==> config.mk <==
export PLATFORM = sky130hd
export DESIGN_NAME = uart_tx_fifo
export DESIGN_NICKNAME = d
export VERILOG_FILES = /design/src/rtl/uart_tx_fifo.sv
export SDC_FILE = /design/constraint.sdc
export NUM_CORES = 1
export LEC_CHECK = 0
export ABC_CLOCK_PERIOD_IN_PS = 8600
export CAP_MARGIN = 10
export CORE_AREA = 2 2 104 146
export DETAILED_ROUTE_END_ITERATION = 10
export DIE_AREA = 0 0 106 148
export GPL_TIMING_DRIVEN = 1
export PLACE_DENSITY_LB_ADDON = 0.25
export SLEW_MARGIN = 40
export SYNTH_ARGS = -nofsm -noshare
export SYNTH_HDL_FRONTEND = slang
export SYNTH_SLANG_ARGS = --single-unit
==> constraint.sdc <==
create_clock -name CLK -period 8.6 [get_ports CLK]
set_input_delay 1.29 -clock CLK [delete_from_list [all_inputs] [get_ports CLK]]
set_output_delay 1.29 -clock CLK [all_outputs]
set_load 0.01 [all_outputs]
==> src/rtl/uart_tx_fifo.sv <==
// Buffered UART transmitter: valid/ready push into a FIFO, LSB-first serialiser with gapless frames.
// Optional parity stage and parity_odd port are enabled by defining UART_TX_PARITY_EN.
module uart_tx_fifo #(
  parameter int DATA_WIDTH      = 8,
  parameter int STOP_BITS       = 1,
  parameter int COUNT_WIDTH     = 11,
  parameter int COUNT_MAX       = 1084,
  parameter int FIFO_DEPTH_LOG2 = 4
) (
  input  logic                     CLK,
  input  logic                     RST_N,
  input  logic [DATA_WIDTH-1:0]    in,
  input  logic                     valid,
  output logic                     ready,
  output logic                     out,
  output logic                     busy,
  output logic [FIFO_DEPTH_LOG2:0] level
`ifdef UART_TX_PARITY_EN
  ,
  input  logic                     parity_odd
`endif
);

  localparam int DEPTH = 1 << FIFO_DEPTH_LOG2;
  localparam logic [COUNT_WIDTH-1:0]   CNT_LAST   = COUNT_WIDTH'(COUNT_MAX);
  localparam logic [2:0]               DATA_LAST  = 3'(DATA_WIDTH - 1);
  localparam logic [2:0]               STOP_LAST  = 3'(STOP_BITS - 1);
  localparam logic [FIFO_DEPTH_LOG2:0] LEVEL_FULL = (FIFO_DEPTH_LOG2 + 1)'(DEPTH);

`ifdef UART_TX_PARITY_EN
  typedef enum logic [2:0] {S_IDLE, S_START, S_DATA, S_PARITY, S_STOP} state_t;
`else
  typedef enum logic [2:0] {S_IDLE, S_START, S_DATA, S_STOP} state_t;
`endif

  state_t                     state_reg, state_next;
  logic [COUNT_WIDTH-1:0]     cnt_reg, cnt_next;
  logic [2:0]                 bit_reg, bit_next;
  logic [DATA_WIDTH-1:0]      shift_reg, shift_next;
  logic                       out_reg, out_next;
  logic                       par_reg;
  logic [FIFO_DEPTH_LOG2-1:0] wr_ptr_reg, rd_ptr_reg;
  logic [FIFO_DEPTH_LOG2:0]   level_reg, level_next;
  logic [DATA_WIDTH-1:0]      mem [DEPTH];

  logic tick, empty, push, pop;

  assign tick  = (cnt_reg == CNT_LAST);
  assign empty = (level_reg == '0);
  assign ready = (level_reg != LEVEL_FULL);
  assign push  = valid && ready;
  assign out   = out_reg;
  assign busy  = (state_reg != S_IDLE) || !empty;
  assign level = level_reg;

  always_ff @(posedge CLK) begin
    if (push) mem[wr_ptr_reg] <= in;
  end

  always_comb begin
    state_next = state_reg;
    cnt_next   = (state_reg == S_IDLE) ? '0 : cnt_reg + 1'b1;
    bit_next   = bit_reg;
    shift_next = shift_reg;
    out_next   = out_reg;
    pop        = 1'b0;
    case (state_reg)
      S_IDLE: begin
        out_next = 1'b1;
        pop      = !empty;
      end
      S_START: begin
        if (tick) begin
          state_next = S_DATA;
          cnt_next   = '0;
          bit_next   = '0;
          out_next   = shift_reg[0];
        end
      end
      S_DATA: begin
        if (tick) begin
          cnt_next   = '0;
          shift_next = shift_reg >> 1;
          if (bit_reg == DATA_LAST) begin
            bit_next = '0;
`ifdef UART_TX_PARITY_EN
            state_next = S_PARITY;
            out_next   = par_reg;
`else
            state_next = S_STOP;
            out_next   = 1'b1;
`endif
          end else begin
            bit_next = bit_reg + 1'b1;
            out_next = shift_reg[1];
          end
        end
      end
`ifdef UART_TX_PARITY_EN
      S_PARITY: begin
        if (tick) begin
          state_next = S_STOP;
          cnt_next   = '0;
          bit_next   = '0;
          out_next   = 1'b1;
        end
      end
`endif
      S_STOP: begin
        if (tick) begin
          cnt_next = '0;
          if (bit_reg == STOP_LAST) begin
            // Chain straight into the next frame when data is waiting.
            pop        = !empty;
            state_next = S_IDLE;
            out_next   = 1'b1;
          end else begin
            bit_next = bit_reg + 1'b1;
          end
        end
      end
      default: begin
        state_next = S_IDLE;
        out_next   = 1'b1;
      end
    endcase
    if (pop) begin
      state_next = S_START;
      cnt_next   = '0;
      bit_next   = '0;
      out_next   = 1'b0;
    end
  end

  always_comb begin
    level_next = level_reg;
    case ({push, pop})
      2'b10:   level_next = level_reg + 1'b1;
      2'b01:   level_next = level_reg - 1'b1;
      default: level_next = level_reg;
    endcase
  end

  always_ff @(posedge CLK or negedge RST_N) begin
    if (!RST_N) begin
      state_reg  <= S_IDLE;
      cnt_reg    <= '0;
      bit_reg    <= '0;
      shift_reg  <= '0;
      out_reg    <= 1'b1;
      par_reg    <= 1'b0;
      wr_ptr_reg <= '0;
      rd_ptr_reg <= '0;
      level_reg  <= '0;
    end else begin
      state_reg <= state_next;
      cnt_reg   <= cnt_next;
      bit_reg   <= bit_next;
      out_reg   <= out_next;
      level_reg <= level_next;
      if (pop) begin
        shift_reg <= mem[rd_ptr_reg];
`ifdef UART_TX_PARITY_EN
        par_reg   <= (^mem[rd_ptr_reg]) ^ parity_odd;
`endif
      end else begin
        shift_reg <= shift_next;
      end
      if (push) wr_ptr_reg <= wr_ptr_reg + 1'b1;
      if (pop)  rd_ptr_reg <= rd_ptr_reg + 1'b1;
    end
  end

endmodule

# Word-level counts from Yosys, hierarchy flattened
# Memories as Yosys holds them, arrays and structs flattened.
# Cells that the tools add are included.
# classes
n_addsub	6
n_lt_le_gt_ge	0
multipliers	0
bitwise	0
shifts	0
muxes	34
reduce_logical	16
n_eq_ne	15
div	0
# op_table
op	count
two-way mux 11 bit	4
two-way mux 3 bit	12
two-way mux 8 bit	3
!= test 3 bit (second input constant)	6
case mux 3 bit (4 select lines)	1
adder 11 x 1 -> 11 bit (second input constant)	1
equality test 11 bit (second input constant)	1
two-way mux 1 bit	10
case mux 5 bit (2 select lines)	1
case mux 3 bit (3 select lines)	1
adder 4 x 1 -> 4 bit (second input constant)	2
equality test 3 x 2 -> 1 bit (second input constant)	2
logical NOT 3 bit	2
AND reduction 6 bit	1
nonzero test 2 bit	3
adder 5 x 1 -> 5 bit (second input constant)	1
logical NOT 5 bit	1
!= test 5 bit (second input constant)	1
AND reduction 5 bit	1
subtractor 5 x 1 -> 5 bit (second input constant)	1
AND reduction 4 bit	1
nonzero test 4 bit	1
adder 3 x 1 -> 3 bit (second input constant)	1
equality test 3 x 1 -> 1 bit (second input constant)	1
12 further kinds	12
# totals
output_inout_bits	8
reg_bits	39
latchBits	0
wordCells	80
inputBits	11
memories	1
ramBits	128
romBits	0
# memory_table
memory	words	word_bits	read_ports	rd_clocked_by_memory_dff	write_ports	line	source
mem	16	8	1	0	1	44	logic [DATA_WIDTH-1:0] mem [DEPTH];

# Logic depth before layout (Yosys ltp)
# depth
depth_word	7
mapped_depth	14
depth_no_buf	12

# Worst setup path after synthesis
# Ideal clock, no wire load.
# synth_path
path_type	input port to flip-flop
from	input valid
to	register level_reg[4] (netlist: level[4])
t_required_ns	8.470
arrival_time_ns	3.066
stages	10
n_path_buf	1
slack_ns	5.404
setup_time_ns	0.130
cell_sequence	a21boi_1 inv_1 ha_1 clkbuf_1 xor2_1 ha_1 and3b_1 o21ai_0 a21oi_1 xor2_1
# synth_via
elab_chain_cells	3
elab_cells_between_ends	5
cone_classes	eq/ne: 2; mux: 1; reduce/logical: 2
# synth_rtl
item	line	source
start, declared	13	input logic valid,
logical AND 1 bit (*)	51	assign push = valid && ready;
equality test 2 x 1 -> 1 bit / equality test 2 bit (equally long branches)	137	case ({push, pop})
case mux 5 bit (2 select lines) / nonzero test 2 bit (equally long branches)	--	
end signal, assigned	160	level_reg <= level_next;
end, declared	43	logic [FIFO_DEPTH_LOG2:0] level_reg, level_next;
# Every way passes the cells marked *; elsewhere a longest branch is shown, timed or not.
# A chain may end at the register's enable or synchronous reset.

# Worst setup path in the final report
# layout_path
from	register level_reg[1] (netlist: level[1])
to	output busy
# layout_via
elab_chain_cells	3
# layout_rtl
item	line	source
logical NOT 5 bit	49	assign empty = (level_reg == '0);
logical NOT 1 bit	53	assign busy = (state_reg != S_IDLE) || !empty;
logical OR 1 bit	53	
end, declared	16	output logic busy,
# No other way between the ends.

==> results by group <==
Status
  • Status: finished clean

Worst setup path
  • CP peak stage delay: roughly 0.6 ns
  • Top cell family by delay on the critical path: simple AND/OR/NAND/NOR gates
  • Critical Path AT: between 2 and 2.5 ns
  • Crit Path Max Fanout: 9
  • Worst reg-to-reg setup slack: around 5.5 ns
  • Required time worst endpoint: around 7.3 ns
  • Buf+Inv Stages, Crit Path: 1
  • Slowest cell on crit path: or4_1
  • Critical Path Start Type: register
  • Critical Path Source: level[1]
  • Nature of the critical path endpoint: output port
  • Worst path cell trace: or4_1, or3_1, clkdlybuf4s50_1
  • Reg2Reg Depth: 10
  • Kind of critical path: reg2out
  • Reg2reg end: level[4]
  • RR Startpoint: level[1]
  • Crit path depth: 3
  • Worst Setup EP: busy

Cells and area
  • FF+latch area: 0.00480 sq mm
  • Commonest non-fill, non-tap cell in the layout: edfxtp_1
  • Ant. Diodes: 0
  • Area Overhead vs Synth: 13.3%
  • Share of post-route cells with drive strength above 1: 0.187
  • Multi-input gate area: 0.00217 sq mm
  • FILL cells: about 1100
  • Final net count: around 470
  • Max reg flops: roughly 130
  • Most frequent cells in the layout: 128 x edfxtp_1, 36 x dfrtp_1, 32 x mux4_2

Synth
  • Post-synthesis sequential area ratio: 0.680
  • Post-Syn Area: between 0.007 and 0.008 sq mm
  • Synth Instances: 421
  • Post-synth EDFFs: roughly 130
  • Async SR Flop Fraction: 0.229
  • Largest family of logic cells by synthesized area: multiplexers
  • Syn nets: ~450
  • Cell variety after synth: 52
  • Synth Area in Simple Gates: 0.0677
  • Synth warnings: 0
  • XOR/XNOR Fraction of Synth Area: 0.0273
  • Mux share of post-synthesis cell area: 0.132
  • Main synth FF type: edfxtp_1
  • Compound-Gate Fraction of Synth Area: 0.0440
  • Synth Area in Adders: 0.0301
  • Syn_area_per_cell: about 17 sq um
  • Yosys reg bits: around 170

Global routing
  • Tot GR Track Use: 0.187
  • Vias in the first global route: ~4000
  • Antenna violations before repair: 0
  • Routing usage on met1: 0.213
  • Largest net degree at the start of global routing: 39
  • Grt total ovfl: 0
  • GRT busiest layer: met2
  • GR Layer Usage met3: 0.0432
  • Met2 usage: 0.340
  • First-pass GRT wire length: approximately 22000 um

Timing
  • Hold Vio Cnt, Final: 0
  • Final worst-path cycle share: 0.419
  • Final setup viols: 0
  • Max Slew Vio Count: 0
  • Slew @ Worst Pin: a little over 0.8 ns
  • Minimum clock period: around 3.6 ns
  • Rel. slew slack: 0.450
  • Max Fclk: between 200 and 300 MHz
  • Post-route setup TNS: 0 ns
  • RSZ-0062 raised after global routing: false
  • Worst Skew: ~0.0063 ns

Pwr
  • Final Power: 0.00260 W
  • VDD IR-drop max: 0.165 mV
  • P_leak: around 2.8 nW
  • Power per cell area: ~320 mW/mm^2

Floorplan
  • I/O Pins: 19
  • Initial core utilization: 0.491
  • Die area: 0.0157 sq mm
  • Placement Rows: 52
  • Die width: approximately 110 um
  • Chip Height: ~150 um
  • CORE AREA: about 0.014 sq mm

Detailed routing
  • WL final: 13600 um
  • Via-to-Cell Ratio: roughly 5.7
  • Routed Antenna Nets: 0
  • WL/cell: around 21 um
  • DRT iter0 DRCs: 263
  • Residual DRC: 0
  • 1st-pass router iterations: 4
  • Via count: around 3700

CTS
  • Post-CTS Hold Fix Bufs: 0
  • Root buf cell: clkbuf_16
  • Post_cts resized: 0
  • CTS tree: built
  • Clock Latency Late Sink: between 0.4 and 0.5 ns
  • Worst-path clk slew: ~0.06 ns
  • Sinks on Clock Net: 166
  • Clock Path Buffers: 2
  • Htree depth: 4
  • Post CTS Setup Buffer Count: 0
  • TritonCTS buffer count: 17

Place
  • Dpl hpwl: between 9000 and 10000 um
  • Port Buffers: 18
  • Routability-driven placement congestion ratio: a little under 0.8

Min path
  • Hold Path Origin: cnt_reg[0]
  • WHS Path Cells: 1
  • Hold Crit Class: reg2reg

Job
  • Number of max-cap violations: 0
## power by group
group / switching, W / internal [W]
Sequential: 0.000102 / 0.000998
Clock: 0.000311 / 0.000400
Combinational: 0.000419 / 0.000367
Total: 0.000832 / 0.00177
## kinds of logic (layout without fill, tap and decap cells)
logic type      after synthesis  in the layout
compound gates               44             44
xor+xnor                     22             22
fa+ha+maj                    17             17
buf+inv                      31             64
flops                       166            166
mux                          53             53
simple gates                 88             88
## Yosys cell counts (all sizes together), types with 3 or more instances
library cell,instances,area [sq um]
edfxtp,128,3840
dfrtp,37,926
mux4,32,721
nor2,25,96.4
mux2i,18,180
ha,17,213
xor2,16,140
inv,12,45.0
buf,11,56.3
nand2,11,41.3
o21ai,11,55.1
nor3,9,45.0
a21oi,8,40.0
clkbuf,8,30.0
a221oi,7,61.3
a22o,7,61.3
nand3,7,35.0
xnor2,6,52.6
nand4,5,31.3
or3,5,36.3
and3,3,18.8
and3b,3,26.3
mux2,3,33.8
nor2b,3,18.8
## layout make-up
type	count	share of cell area
clock buffer	18	0.0537
sequential	166	0.600
multi-input combinational	224	0.271
tap	189	0.0296
clock inverter	14	0.0155
inverter	12	0.00564
timing repair buffer	20	0.0241
## per-stage QoR
step	worst slack (ns)	hold WS (ns)	area [sq um]	utilization	cells
after floorplan	5.40	0.447	7060	-	421
after global placement	4.66	0.468	7400	0.514	611
after detailed placement	4.62	0.479	7420	0.516	611
after CTS	4.97	0.487	7980	0.555	643
after global routing	4.92	0.515	7990	0.556	643
final	5.00	0.483	7990	0.556	643
## layer usage
metal | share of wire | wire length, um
met3 | 0.035 | 475
met2 | 0.56 | 7600
met5 | 0 | 0
met1 | 0.38 | 5180
met4 | 0.022 | 303
## worst min path at each step
stage,to
after CTS,cnt_reg[0]
after floorplan,cnt_reg[0]
after global placement,cnt_reg[0]
after global routing,cnt_reg[0]
after detailed placement,cnt_reg[0]
final,cnt_reg[0]
(Power assumes the default switching activity.)
